## config.mk

```make
export PLATFORM = sky130hd
export DESIGN_NAME = sram_tdm_ctrl_flat
export DESIGN_NICKNAME = d
export VERILOG_FILES = /design/src/rtl/sram_tdm_ctrl_if.sv /design/src/rtl/sram_tdm_ctrl.sv /design/src/flat_wrapper.sv
export SDC_FILE = /design/constraint.sdc
export NUM_CORES = 1
export LEC_CHECK = 0
export ABC_CLOCK_PERIOD_IN_PS = 5000
export BUFFER_PORTS_ARGS = -buffer_cell sky130_fd_sc_hd__buf_2
export CAP_MARGIN = 15
export CORE_MARGIN = 2
export CORE_UTILIZATION = 41
export CTS_CLUSTER_SIZE = 40
export DETAILED_ROUTE_END_ITERATION = 12
export PLACE_DENSITY = 0.7
export SETUP_SLACK_MARGIN = 0.5
export SYNTH_ARGS = -nofsm -noshare
export SYNTH_HDL_FRONTEND = slang
export SYNTH_SLANG_ARGS = --single-unit
```

## constraint.sdc

```tcl
create_clock -name mclk -period 5 [get_ports mclk]
set_input_delay 0.75 -clock mclk [delete_from_list [all_inputs] [get_ports mclk]]
set_output_delay 0.75 -clock mclk [all_outputs]
set_load 0.01 [all_outputs]
```

## src/rtl/sram_tdm_ctrl_if.sv

```systemverilog
// sram_tdm_ctrl_if: bundles the requester bus and the SRAM pin bus of the
// time-division SRAM controller.
//
// Requester side (per channel k, flattened vectors):
//   ch_req[k]               request level, held until ch_ack[k]
//   ch_wr[k]                1 = write, 0 = read
//   ch_addr[k*AW +: AW]     word address
//   ch_be[k*2 +: 2]         byte enables (bit0 low byte, bit1 high byte)
//   ch_wdata[k*16 +: 16]    write data
//   ch_ack[k]               one-cycle completion pulse
//   ch_rdata[k*16 +: 16]    last read data for channel k
// SRAM side: sram_addr, sram_ce_n/oe_n/we_n/lb_n/ub_n, sram_dq_o,
//   sram_dq_oe (pad tristate enable), sram_dq_i (pad input).
// Status: slot (current slot), dbg_phase, dbg_gnt_vld, dbg_gnt_ch.
//
// Handshake: a requester raises ch_req[k] with its command fields stable and
// keeps it high until it sees ch_ack[k]. The command is taken when the grant
// is registered; ch_ack[k] pulses for exactly one cycle when the access is
// done, with ch_rdata already updated for reads. In the ack cycle the
// requester drops ch_req[k] or presents its next command; a request still
// high at the next eligible slot is a new access.
interface sram_tdm_ctrl_if #(
    parameter int NCH = 4,
    parameter int AW  = 18
);
    logic [NCH-1:0]    ch_req;
    logic [NCH-1:0]    ch_wr;
    logic [NCH*AW-1:0] ch_addr;
    logic [NCH*2-1:0]  ch_be;
    logic [NCH*16-1:0] ch_wdata;
    logic [NCH-1:0]    ch_ack;
    logic [NCH*16-1:0] ch_rdata;
    logic [2:0]        slot;
    logic [AW-1:0]     sram_addr;
    logic              sram_ce_n;
    logic              sram_oe_n;
    logic              sram_we_n;
    logic              sram_lb_n;
    logic              sram_ub_n;
    logic [15:0]       sram_dq_o;
    logic              sram_dq_oe;
    logic [15:0]       sram_dq_i;
    logic [2:0]        dbg_phase;
    logic              dbg_gnt_vld;
    logic [2:0]        dbg_gnt_ch;

    modport master (
        output ch_req, ch_wr, ch_addr, ch_be, ch_wdata, sram_dq_i,
        input  ch_ack, ch_rdata, slot, sram_addr, sram_ce_n, sram_oe_n,
               sram_we_n, sram_lb_n, sram_ub_n, sram_dq_o, sram_dq_oe,
               dbg_phase, dbg_gnt_vld, dbg_gnt_ch
    );

    modport slave (
        input  ch_req, ch_wr, ch_addr, ch_be, ch_wdata, sram_dq_i,
        output ch_ack, ch_rdata, slot, sram_addr, sram_ce_n, sram_oe_n,
               sram_we_n, sram_lb_n, sram_ub_n, sram_dq_o, sram_dq_oe,
               dbg_phase, dbg_gnt_vld, dbg_gnt_ch
    );
endinterface

```

## src/rtl/sram_tdm_ctrl.sv

```systemverilog
// sram_tdm_ctrl: time-division controller for one asynchronous 16-bit SRAM.
// Time is cut into slots of SLOT_CYC mclk cycles; slot n belongs to channel n.
// With STEAL=1 a slot whose owner is idle goes to the lowest-numbered other
// requesting channel. Every SRAM pin is driven straight from a flop.
//
// Ports:
//   mclk   controller clock, all logic on posedge
//   rst_n  asynchronous active-low reset
//   bus    sram_tdm_ctrl_if slave modport (requesters + SRAM pins + status)
module sram_tdm_ctrl #(
    parameter int NCH      = 4,
    parameter int AW       = 18,
    parameter int SLOT_CYC = 3,
    parameter int STEAL    = 1
) (
    input  logic          mclk,
    input  logic          rst_n,
    sram_tdm_ctrl_if.slave bus
);
    localparam logic [2:0] LAST_PH   = 3'(SLOT_CYC - 1);
    localparam logic [2:0] WE_LAST   = 3'(SLOT_CYC - 2);
    localparam logic [2:0] LAST_SLOT = 3'(NCH - 1);

    logic [2:0]        phase_q, phase_d;
    logic [2:0]        slot_q, slot_d;
    logic              gnt_vld_q, gnt_vld_d;
    logic [2:0]        gnt_ch_q, gnt_ch_d;
    logic              gnt_wr_q, gnt_wr_d;
    logic [AW-1:0]     addr_q, addr_d;
    logic              ce_n_q, ce_n_d;
    logic              oe_n_q, oe_n_d;
    logic              we_n_q, we_n_d;
    logic              lb_n_q, lb_n_d;
    logic              ub_n_q, ub_n_d;
    logic [15:0]       dq_o_q, dq_o_d;
    logic              dq_oe_q, dq_oe_d;
    logic [NCH-1:0]    ack_q, ack_d;
    logic [NCH*16-1:0] rdata_q, rdata_d;

    logic              last_ph;
    logic [2:0]        owner;
    logic [NCH-1:0]    elig;
    logic              owner_req;
    logic              nxt_vld;
    logic [2:0]        nxt_ch;
    logic [AW-1:0]     sel_addr;
    logic [1:0]        sel_be;
    logic [15:0]       sel_wdata;
    logic              sel_wr;

    // Grant decision for the slot that starts at the next edge.
    always_comb begin
        last_ph   = (phase_q == LAST_PH);
        owner     = (slot_q == LAST_SLOT) ? 3'd0 : 3'(slot_q + 3'd1);
        elig      = bus.ch_req;
        owner_req = 1'b0;
        nxt_vld   = 1'b0;
        nxt_ch    = 3'd0;
        sel_addr  = '0;
        sel_be    = 2'b00;
        sel_wdata = 16'h0000;
        sel_wr    = 1'b0;
        // The channel served in the current slot still holds its request
        // until its ack next cycle, so it is never eligible again here,
        // not even as owner; otherwise the same command would run twice.
        for (int k = 0; k < NCH; k++) begin
            if (gnt_vld_q && (3'(k) == gnt_ch_q)) elig[k] = 1'b0;
        end
        for (int k = 0; k < NCH; k++) begin
            if (3'(k) == owner) owner_req = elig[k];
        end
        if (owner_req) begin
            nxt_vld = 1'b1;
            nxt_ch  = owner;
        end else if (STEAL != 0) begin
            // Descending scan so the lowest requesting index wins.
            for (int k = NCH - 1; k >= 0; k--) begin
                if (elig[k]) begin
                    nxt_vld = 1'b1;
                    nxt_ch  = 3'(k);
                end
            end
        end
        for (int k = 0; k < NCH; k++) begin
            if (3'(k) == nxt_ch) begin
                sel_addr  = bus.ch_addr[k*AW +: AW];
                sel_be    = bus.ch_be[k*2 +: 2];
                sel_wdata = bus.ch_wdata[k*16 +: 16];
                sel_wr    = bus.ch_wr[k];
            end
        end
    end

    // Next-state for counters, grant register and pin flops.
    always_comb begin
        phase_d   = last_ph ? 3'd0 : 3'(phase_q + 3'd1);
        slot_d    = last_ph ? owner : slot_q;
        gnt_vld_d = gnt_vld_q;
        gnt_ch_d  = gnt_ch_q;
        gnt_wr_d  = gnt_wr_q;
        addr_d    = addr_q;
        ce_n_d    = ce_n_q;
        oe_n_d    = oe_n_q;
        lb_n_d    = lb_n_q;
        ub_n_d    = ub_n_q;
        dq_o_d    = dq_o_q;
        dq_oe_d   = dq_oe_q;
        ack_d     = '0;
        rdata_d   = rdata_q;

        if (last_ph) begin
            // Close the current access: ack plus read capture on this edge.
            for (int k = 0; k < NCH; k++) begin
                if (gnt_vld_q && (3'(k) == gnt_ch_q)) begin
                    ack_d[k] = 1'b1;
                    if (!gnt_wr_q) rdata_d[k*16 +: 16] = bus.sram_dq_i;
                end
            end
            gnt_vld_d = nxt_vld;
            gnt_ch_d  = nxt_ch;
            gnt_wr_d  = nxt_vld && sel_wr;
            if (nxt_vld) begin
                addr_d  = sel_addr;
                ce_n_d  = 1'b0;
                oe_n_d  = sel_wr;
                lb_n_d  = !sel_be[0];
                ub_n_d  = !sel_be[1];
                dq_oe_d = sel_wr;
                if (sel_wr) dq_o_d = sel_wdata;
            end else begin
                ce_n_d  = 1'b1;
                oe_n_d  = 1'b1;
                lb_n_d  = 1'b1;
                ub_n_d  = 1'b1;
                dq_oe_d = 1'b0;
            end
        end

        // Strobe only in the inner phases: one cycle of setup and hold
        // around we_n for address, data and byte enables.
        we_n_d = !(gnt_vld_d && gnt_wr_d &&
                   (phase_d >= 3'd1) && (phase_d <= WE_LAST));
    end

    always_ff @(posedge mclk or negedge rst_n) begin
        if (!rst_n) begin
            phase_q   <= 3'd0;
            slot_q    <= 3'd0;
            gnt_vld_q <= 1'b0;
            gnt_ch_q  <= 3'd0;
            gnt_wr_q  <= 1'b0;
            addr_q    <= '0;
            ce_n_q    <= 1'b1;
            oe_n_q    <= 1'b1;
            we_n_q    <= 1'b1;
            lb_n_q    <= 1'b1;
            ub_n_q    <= 1'b1;
            dq_o_q    <= 16'h0000;
            dq_oe_q   <= 1'b0;
            ack_q     <= '0;
            rdata_q   <= '0;
        end else begin
            phase_q   <= phase_d;
            slot_q    <= slot_d;
            gnt_vld_q <= gnt_vld_d;
            gnt_ch_q  <= gnt_ch_d;
            gnt_wr_q  <= gnt_wr_d;
            addr_q    <= addr_d;
            ce_n_q    <= ce_n_d;
            oe_n_q    <= oe_n_d;
            we_n_q    <= we_n_d;
            lb_n_q    <= lb_n_d;
            ub_n_q    <= ub_n_d;
            dq_o_q    <= dq_o_d;
            dq_oe_q   <= dq_oe_d;
            ack_q     <= ack_d;
            rdata_q   <= rdata_d;
        end
    end

    assign bus.ch_ack      = ack_q;
    assign bus.ch_rdata    = rdata_q;
    assign bus.slot        = slot_q;
    assign bus.sram_addr   = addr_q;
    assign bus.sram_ce_n   = ce_n_q;
    assign bus.sram_oe_n   = oe_n_q;
    assign bus.sram_we_n   = we_n_q;
    assign bus.sram_lb_n   = lb_n_q;
    assign bus.sram_ub_n   = ub_n_q;
    assign bus.sram_dq_o   = dq_o_q;
    assign bus.sram_dq_oe  = dq_oe_q;
    assign bus.dbg_phase   = phase_q;
    assign bus.dbg_gnt_vld = gnt_vld_q;
    assign bus.dbg_gnt_ch  = gnt_ch_q;
endmodule

```

## src/flat_wrapper.sv

```systemverilog
// flat-port wrapper written by rule: the top's interface ports become plain ports
module sram_tdm_ctrl_flat 
#(
    parameter int NCH      = 4,
    parameter int AW       = 18,
    parameter int SLOT_CYC = 3,
    parameter int STEAL    = 1
)
  (mclk, rst_n, bus_ch_req, bus_ch_wr, bus_ch_addr, bus_ch_be, bus_ch_wdata, bus_sram_dq_i, bus_ch_ack, bus_ch_rdata, bus_slot, bus_sram_addr, bus_sram_ce_n, bus_sram_oe_n, bus_sram_we_n, bus_sram_lb_n, bus_sram_ub_n, bus_sram_dq_o, bus_sram_dq_oe, bus_dbg_phase, bus_dbg_gnt_vld, bus_dbg_gnt_ch);
  sram_tdm_ctrl_if #(.NCH(NCH), .AW(AW)) bus_i ();
  input  logic mclk;
  input  logic rst_n;
  input wire logic [$bits(bus_i.ch_req)-1:0] bus_ch_req;
  input wire logic [$bits(bus_i.ch_wr)-1:0] bus_ch_wr;
  input wire logic [$bits(bus_i.ch_addr)-1:0] bus_ch_addr;
  input wire logic [$bits(bus_i.ch_be)-1:0] bus_ch_be;
  input wire logic [$bits(bus_i.ch_wdata)-1:0] bus_ch_wdata;
  input wire logic [$bits(bus_i.sram_dq_i)-1:0] bus_sram_dq_i;
  output wire logic [$bits(bus_i.ch_ack)-1:0] bus_ch_ack;
  output wire logic [$bits(bus_i.ch_rdata)-1:0] bus_ch_rdata;
  output wire logic [$bits(bus_i.slot)-1:0] bus_slot;
  output wire logic [$bits(bus_i.sram_addr)-1:0] bus_sram_addr;
  output wire logic [$bits(bus_i.sram_ce_n)-1:0] bus_sram_ce_n;
  output wire logic [$bits(bus_i.sram_oe_n)-1:0] bus_sram_oe_n;
  output wire logic [$bits(bus_i.sram_we_n)-1:0] bus_sram_we_n;
  output wire logic [$bits(bus_i.sram_lb_n)-1:0] bus_sram_lb_n;
  output wire logic [$bits(bus_i.sram_ub_n)-1:0] bus_sram_ub_n;
  output wire logic [$bits(bus_i.sram_dq_o)-1:0] bus_sram_dq_o;
  output wire logic [$bits(bus_i.sram_dq_oe)-1:0] bus_sram_dq_oe;
  output wire logic [$bits(bus_i.dbg_phase)-1:0] bus_dbg_phase;
  output wire logic [$bits(bus_i.dbg_gnt_vld)-1:0] bus_dbg_gnt_vld;
  output wire logic [$bits(bus_i.dbg_gnt_ch)-1:0] bus_dbg_gnt_ch;
  assign bus_i.ch_req = bus_ch_req;
  assign bus_i.ch_wr = bus_ch_wr;
  assign bus_i.ch_addr = bus_ch_addr;
  assign bus_i.ch_be = bus_ch_be;
  assign bus_i.ch_wdata = bus_ch_wdata;
  assign bus_i.sram_dq_i = bus_sram_dq_i;
  assign bus_ch_ack = bus_i.ch_ack;
  assign bus_ch_rdata = bus_i.ch_rdata;
  assign bus_slot = bus_i.slot;
  assign bus_sram_addr = bus_i.sram_addr;
  assign bus_sram_ce_n = bus_i.sram_ce_n;
  assign bus_sram_oe_n = bus_i.sram_oe_n;
  assign bus_sram_we_n = bus_i.sram_we_n;
  assign bus_sram_lb_n = bus_i.sram_lb_n;
  assign bus_sram_ub_n = bus_i.sram_ub_n;
  assign bus_sram_dq_o = bus_i.sram_dq_o;
  assign bus_sram_dq_oe = bus_i.sram_dq_oe;
  assign bus_dbg_phase = bus_i.dbg_phase;
  assign bus_dbg_gnt_vld = bus_i.dbg_gnt_vld;
  assign bus_dbg_gnt_ch = bus_i.dbg_gnt_ch;
  sram_tdm_ctrl #(.NCH(NCH), .AW(AW), .SLOT_CYC(SLOT_CYC), .STEAL(STEAL)) u_core (.mclk(mclk), .rst_n(rst_n), .bus(bus_i));
endmodule
```

==> out/results.ini <==
[floorplanning]
io_pins=288
die_w_um=134
die_height_um=134
die_area_mm2=0.0180
coreArea_mm2=0.0165
rows=47
start_util_pct=41.9

[synth]
ys_seq_area_share_pct=43.1
async_flop_share_pct=100
synth_flop_cell=dfrtp_1
synth_top_area_share_pct=41.2
synth_edf_count=0
yosysMostFrequentCell=dfrtp_1
yosysUniqueCellTypes=54
yosysWarnings=0
syn_nets=789
ys_ff_latch=119
synthTopCellsByCount=dfrtp_1, mux2_2, clkbuf_1, nand2_1, nand3_1
synth_top_area_cell=dfrtp_1
netlist_instances=618
post_synth.cell_area_avg_um2=11.2
syn_area_mm2=0.00693
synth.area.top_cells=dfrtp_1, mux2_2, mux4_2

[routing]
firstDrtPassIters=5
post_drt_wl_per_cell_um=20.3
top_layer_used=met4
met2_length_um=10900
drtIter0Drc=583
wl_um=22600
drc=0
vias=6600
wl_met3_um=2210
met1_length_um=8910
viasPerCell=5.95
ant_nets=0

[run_status]
status=complete, no violations

[cts]
cts_setup_buffers=0
root_buffer=clkbuf_16
cts_sinks=119
cts_hold_buffers=0
cts.clk_slew.worst_paths_ns=0.06
cts_tree=yes
htreeDepth=4
cts_inserted_buffers=17
clockBufferDepth=2
ctsResizeCount=0
clk_latency_ns=0.42

[timing]
skew_ns=0.00891
slew_violations=0
hold_ws_ns=0.393
slew_headroom_pct=29.1
max_freq_mhz=262
setup_viol=0
worst_slew_pin_slew_ns=1.06
hold_viol=0
tns_ns=0
rsz0062_at_grt=false
min_period_over_period_pct=76.3
finalCriticalPeriod_ns=3.81
setup_ws_ns=1.19

[placed_design]
placed_area_mm2=0.00850
dp_slack_ns=1.25
place_hpwl_um=15800
place_congestion=0.919
io_buffers=287

[setup_path]
cp_data_arrival_time_ns=4.11
cp-startpoint=u_core.bus.slot[0]$_DFFE_PN0P_
max_stage_delay_ns=0.62
path_cells=ha_1 -> nor3_1 -> o311ai_1 -> nand3_1 -> buf_4 -> nor4_1 -> nor3_2 -> o22ai_4 -> mux2_2
slowest_stage=o22ai_4
crit_path_end_kind=flop
crit_fanout=28
criticalPathCategory=flop to flop
critPathLaunchType=flop
r2r_start=u_core.bus.slot[0]$_DFFE_PN0P_
crit_required_ns=5.30

[layout]
area_growth_pct=31.0
nNetsFinal=1047
post-route-cell-area_mm2=0.00908
drive_gt1_share_pct=52.2

[grt]
overflow=0
antenna_found_initial=1
track_usage_pct=25.2
grt_start_max_net_pins=54
grt_pass1_wl_um=35400
grt_pass1_vias=6544

[power_and_ir_drop]
p_leak_uw=0.00414
total_power_uw=4610
ir_worst_vdd_v=0.000346
power_density_mw_per_mm2=508

[flow_run]
drv_cap=0

[hold_path]
hold_class=primary input to asynchronous set/reset pin

critical path, delay by kind of cell, from the launching register on:
family                     cells  cell delay [ns]
and+or+nand+nor                4             1.05
AOI/OAI and AO/OA              2             0.92
DFF                            1             0.47
adders and majority gates      1             0.42
buffers and inverters          1             0.42
muxes                          1             0.41
sequential cells by signal, indices dropped and copies added (netlist names):
signal                  flops
u_core.bus.sram_ub_n        1
u_core.bus.slot             3
u_core.bus.ch_rdata        64
u_core.bus.dbg_phase        3
u_core.bus.sram_dq_o       16
u_core.gnt_wr_q             1
u_core.bus.sram_dq_oe       1
u_core.bus.sram_ce_n        1
u_core.bus.ch_ack           4
u_core.bus.sram_we_n        1
u_core.bus.sram_addr       18
u_core.bus.sram_lb_n        1
u_core.bus.dbg_gnt_ch       3
u_core.bus.dbg_gnt_vld      1
u_core.bus.sram_oe_n        1
layer usage:
| layer | vias up | track usage, % |
|---|---|---|
| met2 | 390 | 41.4 |
| met5 | - | 0 |
| li1 | 2955 | - |
| met4 | 0 | 8.57 |
| met1 | 3213 | 32.0 |
| met3 | 42 | 7.45 |
where the power goes:
| group | internal (uW) | switching [uW] |
|---|---|---|
| clock | 664 | 528 |
| sequential | 1380 | 229 |
| combinational | 876 | 930 |
stage by stage:
stage          util (%)  std cells
6_report           54.9       1110
5_1_grt            54.9       1110
4_1_cts            54.9       1109
3_5_place_dp       51.4       1077
3_3_place_gp       51.4       1077
2_1_floorplan         -        618
final timing paths:
check	to	slack [ns]	depth (start not counted)
worst min register to register	u_core.bus.sram_dq_o[12]$_DFFE_PN0P_	0.48	1
max in group asynchronous	u_core.bus.sram_ce_n$_DFFE_PN1P_	3.59	2
worst min-delay path	u_core.bus.sram_dq_o[8]$_DFFE_PN0P_	0.39	1
worst max register to register	u_core.bus.sram_dq_o[6]$_DFFE_PN0P_	1.19	9
worst max-delay path	u_core.bus.sram_dq_o[6]$_DFFE_PN0P_	1.19	9
min in group mclk	u_core.bus.sram_dq_o[12]$_DFFE_PN0P_	0.48	1
cell families (layout without fill, tap and decap cells):
family	count (synthesis)	after routing	synth area share (%)
and+or+nand+nor	160	160	12.2
muxes	137	137	25.2
AOI/OAI and AO/OA	131	131	14.6
DFF	119	119	43.1
buffers and inverters	68	339	4.53
xor gates and xnor gates	2	2	0.253
adders and majority gates	1	1	0.181
other	0	1	0
layout make-up:
class / count / area, um2
Antenna cell: 1 / 2.50
Clock buffer: 17 / 425
Clock inverter: 15 / 151
Fill cell: 1491 / 7450
Inverter: 5 / 18.8
Multi-Input combinational cell: 431 / 3670
Sequential cell: 119 / 2980
Tap cell: 220 / 275
Timing Repair Buffer: 302 / 1550
placed cells by master, fill, tap and decap left out, types with 17 or more instances in the layout:
master,Yosys,layout
dfrtp_1,114,114
mux2_2,88,88
o21ai_0,38,38
buf_2,5,286
nor4_1,34,34
a311oi_1,32,32
nand2_1,46,46
nand3_1,41,41
mux4_2,20,20
clkbuf_16,0,17
a32oi_1,34,34
Power figures use the tool's default switching activity.
